File: config.mk
export PLATFORM = sky130hd
export DESIGN_NAME = move_sequencer
export DESIGN_NICKNAME = d
export VERILOG_FILES = /design/src/rtl/move_sequencer.sv
export SDC_FILE = /design/constraint.sdc
export NUM_CORES = 1
export LEC_CHECK = 0
export CORE_MARGIN = 8
export CORE_UTILIZATION = 54
export DETAILED_ROUTE_END_ITERATION = 10
export PLACE_DENSITY_LB_ADDON = 0.2
export SYNTH_ARGS = -nofsm -noshare
export SYNTH_HDL_FRONTEND = slang
export SYNTH_SLANG_ARGS = --single-unit
File: constraint.sdc
create_clock -name clk_i -period 3.4 [get_ports clk_i]
set_clock_uncertainty 0.1 [all_clocks]
set_input_delay 0.85 -clock clk_i [delete_from_list [all_inputs] [get_ports clk_i]]
set_output_delay 0.85 -clock clk_i [all_outputs]
set_load 0.1 [all_outputs]
File: src/rtl/move_sequencer.sv
// Move sequencer: turns player button edges into a queue of one-hot moves and
// sequences a game core through reset, play and end-of-game.
module move_sequencer #(
    parameter int unsigned DEPTH        = 8,
    parameter int unsigned RESET_CYCLES = 4
) (
    input  logic       clk_i,
    input  logic       reset_i,
    input  logic       btn_n_i,
    input  logic       btn_s_i,
    input  logic       btn_e_i,
    input  logic       btn_w_i,
    input  logic       start_i,
    input  logic       d_i,
    input  logic       win_i,
    output logic       game_reset_o,
    output logic       n_o,
    output logic       s_o,
    output logic       e_o,
    output logic       w_o,
    output logic       busy_o,
    output logic       empty_o,
    output logic       full_o,
    output logic       overflow_o,
    output logic [1:0] result_o
);

    localparam int unsigned PtrW = $clog2(DEPTH);
    localparam int unsigned CntW = $clog2(DEPTH) + 1;
    localparam int unsigned RcW  = $clog2(RESET_CYCLES + 1);

    typedef enum logic [1:0] {
        StIdle,
        StResetGame,
        StRun,
        StDone
    } state_e;

    state_e            state_q, state_d;
    logic [3:0]        btn_q;
    logic [RcW-1:0]    rcnt_q, rcnt_d;
    logic [PtrW-1:0]   wr_ptr_q, wr_ptr_d;
    logic [PtrW-1:0]   rd_ptr_q, rd_ptr_d;
    logic [CntW-1:0]   count_q, count_d;
    logic [3:0]        move_q, move_d;
    logic              ovf_q, ovf_d;
    logic [1:0]        result_q, result_d;
    logic [1:0]        mem_q [DEPTH];

    logic [3:0]        btn_now;
    logic [3:0]        rise;
    logic              req_vld;
    logic [1:0]        req_dir;
    logic              flush;
    logic              push_en;
    logic              pop_en;
    logic              do_push;
    logic              do_pop;
    logic              q_empty;
    logic              q_full;

    // Button rising edges, reduced to the single highest-priority request (N > S > E > W).
    always_comb begin
        btn_now = {btn_w_i, btn_e_i, btn_s_i, btn_n_i};
        rise    = btn_now & ~btn_q;
        req_vld = |rise;
        req_dir = 2'd0;
        if (rise[0]) begin
            req_dir = 2'd0;
        end else if (rise[1]) begin
            req_dir = 2'd1;
        end else if (rise[2]) begin
            req_dir = 2'd2;
        end else if (rise[3]) begin
            req_dir = 2'd3;
        end
    end

    // Game FSM: next state, reset countdown, result and queue control strobes.
    always_comb begin
        state_d  = state_q;
        rcnt_d   = rcnt_q;
        result_d = result_q;
        flush    = 1'b0;
        push_en  = 1'b0;
        pop_en   = 1'b0;
        if (start_i) begin
            // A new game overrides everything else happening at this edge.
            state_d  = StResetGame;
            rcnt_d   = RcW'(RESET_CYCLES);
            result_d = 2'b00;
            flush    = 1'b1;
        end else begin
            case (state_q)
                StIdle: begin
                    state_d = StIdle;
                end
                StResetGame: begin
                    push_en = 1'b1;
                    rcnt_d  = rcnt_q - RcW'(1);
                    if (rcnt_q <= RcW'(1)) begin
                        // Pop on the entry edge so a queued move drives the first RUN cycle.
                        state_d = StRun;
                        pop_en  = 1'b1;
                    end
                end
                StRun: begin
                    if (d_i || win_i) begin
                        state_d  = StDone;
                        flush    = 1'b1;
                        result_d = d_i ? 2'b10 : 2'b01;
                    end else begin
                        push_en = 1'b1;
                        pop_en  = 1'b1;
                    end
                end
                StDone: begin
                    state_d = StDone;
                end
                default: begin
                    state_d = StIdle;
                end
            endcase
        end
    end

    // Queue bookkeeping: pop/push arbitration, overflow and the registered move.
    always_comb begin
        q_empty  = (count_q == '0);
        q_full   = (count_q == CntW'(DEPTH));
        do_pop   = pop_en && !q_empty;
        // A full queue still accepts a push when an entry leaves at the same edge.
        do_push  = push_en && req_vld && (!q_full || do_pop);
        wr_ptr_d = wr_ptr_q;
        rd_ptr_d = rd_ptr_q;
        count_d  = count_q;
        ovf_d    = ovf_q;
        move_d   = 4'b0000;
        if (do_pop) begin
            move_d = 4'b0001 << mem_q[rd_ptr_q];
        end
        if (flush) begin
            wr_ptr_d = '0;
            rd_ptr_d = '0;
            count_d  = '0;
            move_d   = 4'b0000;
            if (start_i) begin
                ovf_d = 1'b0;
            end
        end else begin
            if (do_push) begin
                wr_ptr_d = wr_ptr_q + PtrW'(1);
            end
            if (do_pop) begin
                rd_ptr_d = rd_ptr_q + PtrW'(1);
            end
            count_d = count_q + CntW'(do_push) - CntW'(do_pop);
            if (push_en && req_vld && !do_push) begin
                ovf_d = 1'b1;
            end
        end
    end

    // Control and status registers with asynchronous reset.
    always_ff @(posedge clk_i or posedge reset_i) begin
        if (reset_i) begin
            state_q  <= StIdle;
            btn_q    <= 4'b0000;
            rcnt_q   <= '0;
            wr_ptr_q <= '0;
            rd_ptr_q <= '0;
            count_q  <= '0;
            move_q   <= 4'b0000;
            ovf_q    <= 1'b0;
            result_q <= 2'b00;
        end else begin
            state_q  <= state_d;
            btn_q    <= btn_now;
            rcnt_q   <= rcnt_d;
            wr_ptr_q <= wr_ptr_d;
            rd_ptr_q <= rd_ptr_d;
            count_q  <= count_d;
            move_q   <= move_d;
            ovf_q    <= ovf_d;
            result_q <= result_d;
        end
    end

    // Queue storage; contents are only meaningful below count_q, so no reset.
    always_ff @(posedge clk_i) begin
        if (do_push) begin
            mem_q[wr_ptr_q] <= req_dir;
        end
    end

    assign game_reset_o = (state_q == StIdle) || (state_q == StResetGame);
    assign busy_o       = (state_q == StResetGame) || (state_q == StRun);
    assign n_o          = move_q[0];
    assign s_o          = move_q[1];
    assign e_o          = move_q[2];
    assign w_o          = move_q[3];
    assign empty_o      = q_empty;
    assign full_o       = q_full;
    assign overflow_o   = ovf_q;
    assign result_o     = result_q;

endmodule

==> results.json <==
{
  "cts_inserted_buffers": 5,
  "end_kind": "register",
  "maxSlewHeadroom": 0.334,
  "hpwl_um": 3000,
  "yosysWarnings": 0,
  "synth_area_per_cell_um2": 11.9,
  "leakage_nw": 1.05,
  "cts_sinks": 42,
  "num_io_pins": 20,
  "worstMarginPinSlew_ns": 0.998,
  "drc": 0,
  "clk_latency_ns": 0.29,
  "clock_path_buffers": 2,
  "gp_congestion": 0.849,
  "grt_max_degree": 27,
  "status": "completed",
  "cts_resized": 0,
  "fmax_mhz": 326,
  "hold_class": "register to register",
  "ys_seq_elements": 42,
  "overflow": 0,
  "worstSetupStartpointType": "primary input",
  "placedCellCount": 246,
  "drive_above_1_share": 0.209,
  "die-area_um2": 6040,
  "worstHoldStart": "overflow_o",
  "synthesis.area_um2": 2060,
  "wl_per_cell_um": 15.1,
  "core_area_um2": 3660,
  "multi_input_area_um2": 886,
  "dr.pass1.iters": 4,
  "grt_first_pass_wirelength_um": 6580,
  "wl_um": 3850,
  "cts_root_buf": "clkbuf_8",
  "nFillCells": 287,
  "ir_drop_uv": 926,
  "grt_pass1_vias": 1478,
  "port_buffers": 19,
  "regArea_um2": 1130,
  "drtAntennaViolNets": 0,
  "ys_seq_area_frac": 0.550,
  "syn_nets": 196,
  "drt_iter0_markers": 79,
  "ff2ff_setup_slack_ns": 0.53,
  "rsz0062_at_grt": "no",
  "fin_crit_sh": 0.903,
  "tns_ns": 0,
  "ys_types": 43,
  "rows": 22,
  "slew_viol_final": 0,
  "layout.nets": 228,
  "antenna_found_initial": 0,
  "drv_cap": 0,
  "area_growth_syn_to_layout_pct": 18.7,
  "placed_cell_area_um2": 2360,
  "viasPerCell": 5.46,
  "grt_usage": 0.137,
  "p_per_area_nw_per_um2": 778,
  "worst_r2r_startpoint": "state_q[0]",
  "hold_buffers": 0,
  "critPathArrivalTime_ns": 3.15,
  "post-cts-setup-buffer-count": 0,
  "vias": 1387,
  "final_common_cell": "dfrtp_1",
  "fp.dieW_um": 77.7,
  "cts_tree": "yes",
  "finalHoldViolCount": 0,
  "syn_inst": 173,
  "antennaDiodeCount": 0,
  "worstPathRequired_ns": 3.48,
  "critPathKind": "primary input to register",
  "layout_common_cells": "26 x dfrtp_1, 20 x nor2_1, 20 x buf_4",
  "design_area_um2": 2440,
  "path_clk_slew_ns": 0.08,
  "initial_core_util": 0.562,
  "min_period_ns": 3.07,
  "setup_viol": 0,
  "die_y_um": 77.7,
  "path_max_fanout": 4,
  "final_cells": 254,
  "power_w": 0.00190,
  "ctsHtreeMaxLevel": 2,
  "worstSetupStartpoint": "win_i"
}
## flip-flops by register name (all words and copies together) (netlist names), 2 cells and up
signal and flops:
mem_q 16, count_q 4, wr_ptr_q 3, move_q 4
state_q 2, btn_q 4, rcnt_q 3, result_o 2
rd_ptr_q 3
## per-stage QoR
stage / utilization / hold WS, ns / setup WS (ns)
finish: 0.667 / 0.415 / 0.330
global route: 0.667 / 0.438 / 0.0953
CTS: 0.667 / 0.422 / 0.324
detailed placement: 0.644 / 0.400 / 0.00750
global placement: 0.644 / 0.390 / 0.0945
floorplan: - / 0.429 / 0.235
## cells by family after synthesis
logic type      synth area share
simple gates               0.159
flops                      0.550
compound gates            0.0766
buf+inv                   0.0304
fa+ha+maj                 0.0888
mux                       0.0742
xor+xnor                  0.0213
## path summary, 6_finish.rpt
| kind | end | cells after the start |
|---|---|---|
| min in group asynchronous | count_q[1] | 2 |
| max in group asynchronous | btn_q[1] | 2 |
| worst min-delay path | overflow_o | 1 |
| worst max register to register | count_q[2] | 12 |
| worst min register to register | overflow_o | 1 |
| worst max-delay path | count_q[2] | 11 |
## where the power goes
part | leakage [nW] | internal [W] | total (W) | switching [W]
Combinational | 0.513 | 0.000301 | 0.000932 | 0.000632
Clock | 0.0452 | 0.000145 | 0.000311 | 0.000166
Sequential | 0.488 | 0.000593 | 0.000657 | 0.0000641
Total | 1.05 | 0.00104 | 0.00190 | 0.000862
## final cells by class
| class | count | area share |
|---|---|---|
| timing repair buffer | 28 | 0.0943 |
| sequential | 42 | 0.463 |
| clock buffer | 6 | 0.0297 |
| multi-input combinational | 115 | 0.363 |
| inverter | 13 | 0.0200 |
| clock inverter | 2 | 0.00564 |
| tap | 48 | 0.0246 |
## layer usage
layer | global-route usage | vias to the layer above | part of all wire
li1 | - | 671 | -
met5 | 0 | - | 0
met3 | 0.0495 | 5 | 0.045
met4 | 0.0547 | 0 | 0.014
met1 | 0.150 | 687 | 0.44
met2 | 0.235 | 24 | 0.50
## worst max-delay path: stages
cell and delay [ns]:
clkdlybuf4s50_1 0.42, or3b_4 0.43, o211ai_1 0.12, a21boi_1 0.26, nand2_2 0.08, o21ai_0 0.16, ha_1 0.19, inv_1 0.06
fa_1 0.38, xor2_1 0.16, nor2_1 0.05
## synth_stat cells
library cell | number | area (um2)
nand2_2 | 1 | 6.26
ha_1 | 13 | 163
a21o_1 | 1 | 7.51
a32o_1 | 1 | 10.0
clkbuf_1 | 1 | 3.75
or3b_4 | 1 | 11.3
a211oi_2 | 1 | 12.5
o21a_1 | 1 | 7.51
and2_0 | 1 | 6.26
o211ai_1 | 1 | 7.51
nor3_1 | 5 | 25.0
nor3b_1 | 2 | 15.0
nor4_2 | 1 | 12.5
nand3_1 | 3 | 15.0
a22oi_1 | 1 | 7.51
dfrtp_1 | 26 | 651
nand4b_1 | 1 | 8.76
fa_1 | 1 | 20.0
o21ai_0 | 6 | 30.0
inv_1 | 13 | 48.8
o311ai_0 | 1 | 8.76
nor2b_1 | 4 | 25.0
nor2_1 | 20 | 75.1
or2_2 | 2 | 12.5
a21oi_1 | 5 | 25.0
nand2b_1 | 5 | 31.3
mux2i_1 | 4 | 40.0
mux4_2 | 4 | 90.1
and3_1 | 2 | 12.5
and4bb_2 | 1 | 12.5
a21boi_1 | 1 | 7.51
xor2_1 | 2 | 17.5
a211oi_1 | 2 | 15.0
o21ba_2 | 1 | 10.0
buf_2 | 1 | 5.00
nand2_1 | 12 | 45.0
edfxtp_1 | 16 | 480
mux2_2 | 2 | 22.5
nor4_1 | 1 | 6.26
xnor2_1 | 3 | 26.3
a41oi_1 | 1 | 8.76
clkbuf_2 | 1 | 5.00
and2_1 | 1 | 6.26
(Power assumes the default switching activity.)
